**src/rtl/lcd_hd44780_responder_pkg.sv**
```systemverilog
// Shared definitions for the HD44780 panel-side responder: DDRAM map, opcode classes
// and small address/shift helpers.
package lcd_hd44780_responder_pkg;

   localparam logic [6:0] LINE1_BASE = 7'h00;
   localparam logic [6:0] LINE1_LAST = 7'h27;
   localparam logic [6:0] LINE2_BASE = 7'h40;
   localparam logic [6:0] LINE2_LAST = 7'h67;
   localparam int         LINE_LEN   = 40;
   localparam int         DDRAM_SIZE = 80;
   localparam logic [7:0] BLANK      = 8'h20;

   typedef enum logic [3:0] {
      INS_NOP,
      INS_CLEAR,
      INS_HOME,
      INS_ENTRY,
      INS_DISPLAY,
      INS_SHIFT,
      INS_FUNC,
      INS_CGRAM,
      INS_DDRAM
   } instr_e;

   // The instruction class is selected by the highest set bit of the opcode byte.
   function automatic instr_e decode_instr(input logic [7:0] d);
      if (d[7])      return INS_DDRAM;
      else if (d[6]) return INS_CGRAM;
      else if (d[5]) return INS_FUNC;
      else if (d[4]) return INS_SHIFT;
      else if (d[3]) return INS_DISPLAY;
      else if (d[2]) return INS_ENTRY;
      else if (d[1]) return INS_HOME;
      else if (d[0]) return INS_CLEAR;
      else           return INS_NOP;
   endfunction

   function automatic logic addr_legal(input logic [6:0] a);
      return (a <= LINE1_LAST) || ((a >= LINE2_BASE) && (a <= LINE2_LAST));
   endfunction

   // Line 2 is packed directly after line 1 in the 80-byte array.
   function automatic logic [6:0] ddram_idx(input logic [6:0] a);
      if (a <= LINE1_LAST)
         return a;
      else if ((a >= LINE2_BASE) && (a <= LINE2_LAST))
         return a - LINE2_BASE + 7'(LINE_LEN);
      else
         return 7'd0;
   endfunction

   function automatic logic [5:0] shift_step(input logic [5:0] s, input logic dir);
      if (dir)
         return (s == 6'(LINE_LEN - 1)) ? 6'd0 : s + 6'd1;
      else
         return (s == 6'd0) ? 6'(LINE_LEN - 1) : s - 6'd1;
   endfunction

endpackage

```
**src/rtl/lcd_hd44780_responder_ac_step.sv**
```systemverilog
// Address-counter step with 2-line DDRAM wrap: 0x27<->0x40 and 0x67<->0x00.
module lcd_hd44780_responder_ac_step
   import lcd_hd44780_responder_pkg::*;
(
   input  logic [6:0] ac,
   input  logic       dir,
   output logic [6:0] ac_next
);

   always_comb begin
      ac_next = ac;
      if (dir) begin
         if (ac == LINE1_LAST)      ac_next = LINE2_BASE;
         else if (ac == LINE2_LAST) ac_next = LINE1_BASE;
         else                       ac_next = ac + 7'd1;
      end else begin
         if (ac == LINE1_BASE)      ac_next = LINE2_LAST;
         else if (ac == LINE2_BASE) ac_next = LINE1_LAST;
         else                       ac_next = ac - 7'd1;
      end
   end

endmodule

```
**src/rtl/lcd_hd44780_responder.sv**
```systemverilog
// Panel end of the HD44780 8-bit bus: decodes transfers on the falling edge of E,
// holds DDRAM/AC/display flags, models busy time and answers status/data reads.
module lcd_hd44780_responder
   import lcd_hd44780_responder_pkg::*;
#(
   parameter int EXEC_CYCLES  = 4,
   parameter int CLEAR_CYCLES = 153
) (
   input  logic       clk,
   input  logic       reset,
   input  logic       lcd_e,
   input  logic       lcd_rs,
   input  logic       lcd_rw,
   input  logic [7:0] lcd_data_in,
   output logic [7:0] lcd_data_out,
   output logic       lcd_data_oe,
   input  logic [6:0] dbg_addr,
   output logic [7:0] dbg_data,
   output logic       disp_on,
   output logic       cursor_on,
   output logic       blink_on,
   output logic       busy,
   output logic       proto_err
);

   localparam int CNT_W = $clog2(CLEAR_CYCLES + 1);

   logic             e_q, rs_q, rw_q;
   logic [7:0]       d_q;
   logic [6:0]       ac;
   logic             id, s;
   logic [5:0]       shift;
   logic             cgram_mode;
   logic [CNT_W-1:0] busy_cnt;
   logic [7:0]       ddram [DDRAM_SIZE];

   logic             commit, wr_ok, step_dir;
   logic [6:0]       ac_next;
   instr_e           kind;

   assign commit = e_q & ~lcd_e;
   assign busy   = (busy_cnt != '0);
   assign wr_ok  = commit & ~rw_q & ~busy;
   assign kind   = decode_instr(d_q);

   // Cursor-shift instructions step by R/L; everything else follows the entry-mode I/D bit.
   assign step_dir = (!rs_q && kind == INS_SHIFT) ? d_q[2] : id;

   lcd_hd44780_responder_ac_step u_ac_step (
      .ac      (ac),
      .dir     (step_dir),
      .ac_next (ac_next)
   );

   always_ff @(posedge clk) begin
      d_q <= lcd_data_in;
      if (!reset) begin
         e_q        <= 1'b0;
         rs_q       <= 1'b0;
         rw_q       <= 1'b0;
         ac         <= LINE1_BASE;
         id         <= 1'b1;
         s          <= 1'b0;
         shift      <= 6'd0;
         disp_on    <= 1'b0;
         cursor_on  <= 1'b0;
         blink_on   <= 1'b0;
         cgram_mode <= 1'b0;
         busy_cnt   <= '0;
         proto_err  <= 1'b0;
         for (int i = 0; i < DDRAM_SIZE; i++) ddram[i] <= BLANK;
      end else begin
         e_q  <= lcd_e;
         rs_q <= lcd_rs;
         rw_q <= lcd_rw;

         if (busy) busy_cnt <= busy_cnt - CNT_W'(1);

         // A rejected write leaves the running busy countdown untouched.
         if (commit && !rw_q && busy) proto_err <= 1'b1;

         if (wr_ok) begin
            if (!rs_q && (kind == INS_CLEAR || kind == INS_HOME))
               busy_cnt <= CNT_W'(CLEAR_CYCLES);
            else
               busy_cnt <= CNT_W'(EXEC_CYCLES);

            if (rs_q) begin
               if (!cgram_mode) begin
                  ddram[ddram_idx(ac)] <= d_q;
                  ac                   <= ac_next;
                  if (s) shift <= shift_step(shift, id);
               end
            end else begin
               case (kind)
                  INS_CLEAR: begin
                     for (int i = 0; i < DDRAM_SIZE; i++) ddram[i] <= BLANK;
                     ac    <= LINE1_BASE;
                     id    <= 1'b1;
                     shift <= 6'd0;
                  end
                  INS_HOME: begin
                     ac    <= LINE1_BASE;
                     shift <= 6'd0;
                  end
                  INS_ENTRY: begin
                     id <= d_q[1];
                     s  <= d_q[0];
                  end
                  INS_DISPLAY: begin
                     disp_on   <= d_q[2];
                     cursor_on <= d_q[1];
                     blink_on  <= d_q[0];
                  end
                  INS_SHIFT: begin
                     if (d_q[3]) shift <= shift_step(shift, d_q[2]);
                     else        ac    <= ac_next;
                  end
                  INS_CGRAM: cgram_mode <= 1'b1;
                  INS_DDRAM: begin
                     cgram_mode <= 1'b0;
                     if (addr_legal(d_q[6:0])) ac        <= d_q[6:0];
                     else                      proto_err <= 1'b1;
                  end
                  default: ;
               endcase
            end
         end

         if (commit && rw_q && rs_q) ac <= ac_next;
      end
   end

   assign lcd_data_oe = rw_q & e_q;

   always_comb begin
      lcd_data_out = 8'h00;
      if (e_q && rw_q)
         lcd_data_out = rs_q ? ddram[ddram_idx(ac)] : {busy, ac};
   end

   assign dbg_data = addr_legal(dbg_addr) ? ddram[ddram_idx(dbg_addr)] : 8'h00;

endmodule

```
**config.mk**
```make
export PLATFORM = sky130hd
export DESIGN_NAME = lcd_hd44780_responder
export DESIGN_NICKNAME = d
export VERILOG_FILES = /design/src/rtl/lcd_hd44780_responder_pkg.sv /design/src/rtl/lcd_hd44780_responder_ac_step.sv /design/src/rtl/lcd_hd44780_responder.sv
export SDC_FILE = /design/constraint.sdc
export NUM_CORES = 2
export LEC_CHECK = 0
export ABC_CLOCK_PERIOD_IN_PS = 4100
export BUFFER_PORTS_ARGS = -buffer_cell sky130_fd_sc_hd__buf_2
export CAP_MARGIN = 15
export CORE_ASPECT_RATIO = 0.7
export CORE_MARGIN = 10
export CORE_UTILIZATION = 25
export CTS_CLUSTER_DIAMETER = 120
export DETAILED_ROUTE_END_ITERATION = 10
export GPL_TIMING_DRIVEN = 1
export SYNTH_ARGS = -nofsm -noshare
export SYNTH_HDL_FRONTEND = slang
export SYNTH_SLANG_ARGS = --single-unit
```
**constraint.sdc**
```tcl
create_clock -name clk -period 4.1 [get_ports clk]
set_input_delay 0.205 -clock clk [delete_from_list [all_inputs] [get_ports clk]]
set_output_delay 0.205 -clock clk [all_outputs]
set_load 0.005 [all_outputs]
```
==> impl_metrics.yaml <==
status:
  status: "complete, but fails checks"
  violations: "setup timing"
timing:
  post-route-min-period_ns: 4.544
  fin_hold_ws_ns: 0.1143
  setup_ws_ns: -0.4441
  worst_slew_pin_slew_ns: 1.106
  max_freq_mhz: 220.1
  fin_crit_sh_pct: 110.8
  slew_headroom_pct: 25.13
  drv_slew: 0
  hold_violations: 0
  rsz0062_at_grt: "yes"
  skew_ns: 0.04784
  setup_viol: 10
routing:
  vias: 48250
  first_iter_violations: 9206
  via_per_inst: 5.853
  wl_per_cell_um: 31.16
  drc: 0
  dr.pass1.iters: 7
  wl_um: 256900
  antenna_left: 0
critical_path:
  cp_slowest_cell: "o31ai_2"
  rrSetupSlack_ns: 0.30
  rr_startpoint: "ac[3]$_SDFFE_PN0P_"
  startpoint_type: "register"
  slowest_delay_ns: 0.57
  timing.rr.end: "ddram[60][2]$_SDFFCE_PN0P_"
  critPathTopFamily: "compound AO/OA/AOI/OAI gates"
  critPathKind: "reg2out"
  crit_path_cell_trace: "inv_6, ha_4, nand4_1, a211o_4, buf_12, nand2_8, buf_12, buf_16, buf_4, a211oi_1, o31ai_2, a41oi_1, buf_4, a21oi_1, buf_4, a22o_4, buf_6"
  r2r.worst_path.cells: 11
  crit_path_end_kind: "primary output"
  required_ns: 3.89
  crit_fanout: 7
  crit_buf_inv: 8
  crit_arrival_ns: 4.34
  cpMostUsedCell: "buf_4"
synth:
  syn_nets: 4882
  yosysWarnings: 0
  yosysSeqAreaShare_pct: 56.98
  synthFlopType: "edfxtp_1"
  synth_edf_count: 1024
  async_flop_share_pct: 0
  synth_area_per_cell_um2: 11.35
  yosys_register_bits: 1056
  yosysTopAreaCell: "edfxtp_1"
  syn_inst: 4853
  synthesis.area_um2: 55090
  ys_types: 80
  synthDominantCellAreaShare_pct: 55.82
  synth.area.top_cells: "edfxtp_1, and2_1, mux2i_1, nand2_1, nor2_1"
worst_hold_path:
  hold_end: "d_q[2]$_DFF_P_"
  worstHoldStart: "lcd_data_in[2]"
  min_path_cells: 2
  hold_path.class: "in2reg"
die:
  dieArea_um2: 239800
  initial_core_util_pct: 25.08
  num_rows: 144
  ios: 42
  die_y_um: 412.7
  dieWidth_um: 581.1
  core-area_um2: 219600
layout:
  fin_nets: 5260
  layout_common_cells: "edfxtp_1, buf_4, and2_1"
  final_cells: 8244
  fillers: 21930
  fin_area_um2: 68640
  layout_commonest_cell: "edfxtp_1"
  syn2layout_area_growth_pct: 24.60
  post-route-util_pct: 31.25
  seqCellArea_um2: 31430
  multi_input_area_um2: 22690
  drive_gt1_share_pct: 22.71
cts:
  clk_path_buf_depth: 3
  cts_sinks: 1056
  cts_max_level: 3
  clock_latency_ns: 0.76
  cts-buffers-inserted: 104
  cts_tree: "done"
  root_buffer: "clkbuf_16"
  cts.reportedPaths.clkPinSlew_ns: 0.07
global_route:
  first_global_vias: 44590
  antenna_found_initial: 24
  gr-total-overflow: 0
  grt_start_max_net_pins: 73
  grt_usage_pct: 20.09
  grt_first_pass_wirelength_um: 353300
pwr:
  power.density_nw_per_um2: 381.1
  leakagePower_nw: 23.07
  total_power_mw: 26.16
  peakVddDrop_mv: 0.3568
placed_design:
  port-buffer-count: 41
  place_congestion: 0.9659
  dp_hpwl_um: 172300
  placedCellCount: 7915
  place_area_um2: 62560
run:
  maxCapViolCount: 0
through the flow:
step	setup WS, ns	TNS, ns
floorplan	0.8553	0
global placement	-0.5027	-2.615
detailed placement	-0.4600	-1.950
CTS	-0.2711	-1.800
global route	-0.4498	-2.670
finish	-0.4441	-2.559
Yosys cell counts, types with 24 or more instances:
master     instances
mux2_2            92
or4_1             38
and3_1            46
buf_1             35
a31oi_1           34
a221o_1           39
o22ai_1          145
a221oi_1          99
o221ai_1         129
clkbuf_1         276
nand3_1           59
edfxtp_1        1024
buf_2            155
a311oi_1          32
o31ai_1           92
or3_1             88
and2_1           489
nand2_1          433
a2bb2oi_1         35
a21oi_1          216
mux2i_1          220
a211o_1           25
o21ai_0          150
a211oi_1          86
nor2_1           304
dfxtp_1           32
nand4_1           27
nor2b_1           30
nor3_1           123
mux4_2            24
a22oi_1           24
report_power, final:
| group | internal (mW) | switching (mW) |
|---|---|---|
| Sequential | 12.0 | 0.245 |
| Combinational | 1.33 | 2.58 |
| Clock | 5.27 | 4.69 |
state kept, by name, indices dropped and copies added, names as in the netlist:
register	cells
blink_on	1
ddram	1024
id	1
busy_cnt	8
rs_q	1
ac	7
e_q	1
cgram_mode	1
rw_q	1
cursor_on	1
proto_err	1
disp_on	1
d_q	8
final cells by class:
type / instances / share of cell area (%)
antenna: 4 / 0.01458
clock buffer: 118 / 3.912
clock inverter: 77 / 1.046
inverter: 19 / 0.1185
multi-input combinational: 3305 / 33.06
sequential: 1056 / 45.80
tap: 2920 / 5.323
timing repair buffer: 745 / 10.73
repair_timing:
action | in CTS | in global routing
buffers inserted | 71 | 38
hold buffers | 12 | 0
pin swaps | 52 | 53
hold endpoints to repair | 12 | 0
setup endpoints to repair | 14 | 16
gates cloned | 11 | 6
resized for setup | 165 | 105
cells by family (layout without fill, tap and decap cells):
kind of cell / Yosys count / after routing / share of synthesized area (%)
AOI/OAI and AO/OA: 1280 / 1280 / 16.65
DFF: 1056 / 1056 / 56.98
muxes: 336 / 336 / 6.859
other: 0 / 4 / 0
and+or+nand+nor: 1672 / 1672 / 15.41
xor gates and xnor gates: 8 / 8 / 0.1272
adders and majority gates: 9 / 9 / 0.2044
buffers and inverters: 492 / 959 / 3.759
routing by layer:
layer | GRT usage (%) | vias to the layer above | share of wire (%)
met5 | 0 | - | 0.090
met4 | 6.475 | 24 | 3.9
met3 | 8.438 | 666 | 17
met2 | 26.86 | 4175 | 38
met1 | 28.82 | 23850 | 41
li1 | - | 19540 | -
how the worst max path moves through the flow:
stage               slack (ns)                         end  cells after the start          startpoint
floorplan                 0.86  ddram[64][0]$_SDFFCE_PN0P_                     12  ac[4]$_SDFFE_PN0P_
global placement         -0.50             lcd_data_out[0]                     13  ac[3]$_SDFFE_PN0P_
detailed placement       -0.46             lcd_data_out[0]                     13  ac[3]$_SDFFE_PN0P_
CTS                      -0.27             lcd_data_out[1]                     18  ac[3]$_SDFFE_PN0P_
global route             -0.45             lcd_data_out[0]                     17  ac[4]$_SDFFE_PN0P_
finish                   -0.44             lcd_data_out[0]                     17  ac[4]$_SDFFE_PN0P_
(Power assumes the default switching activity.)
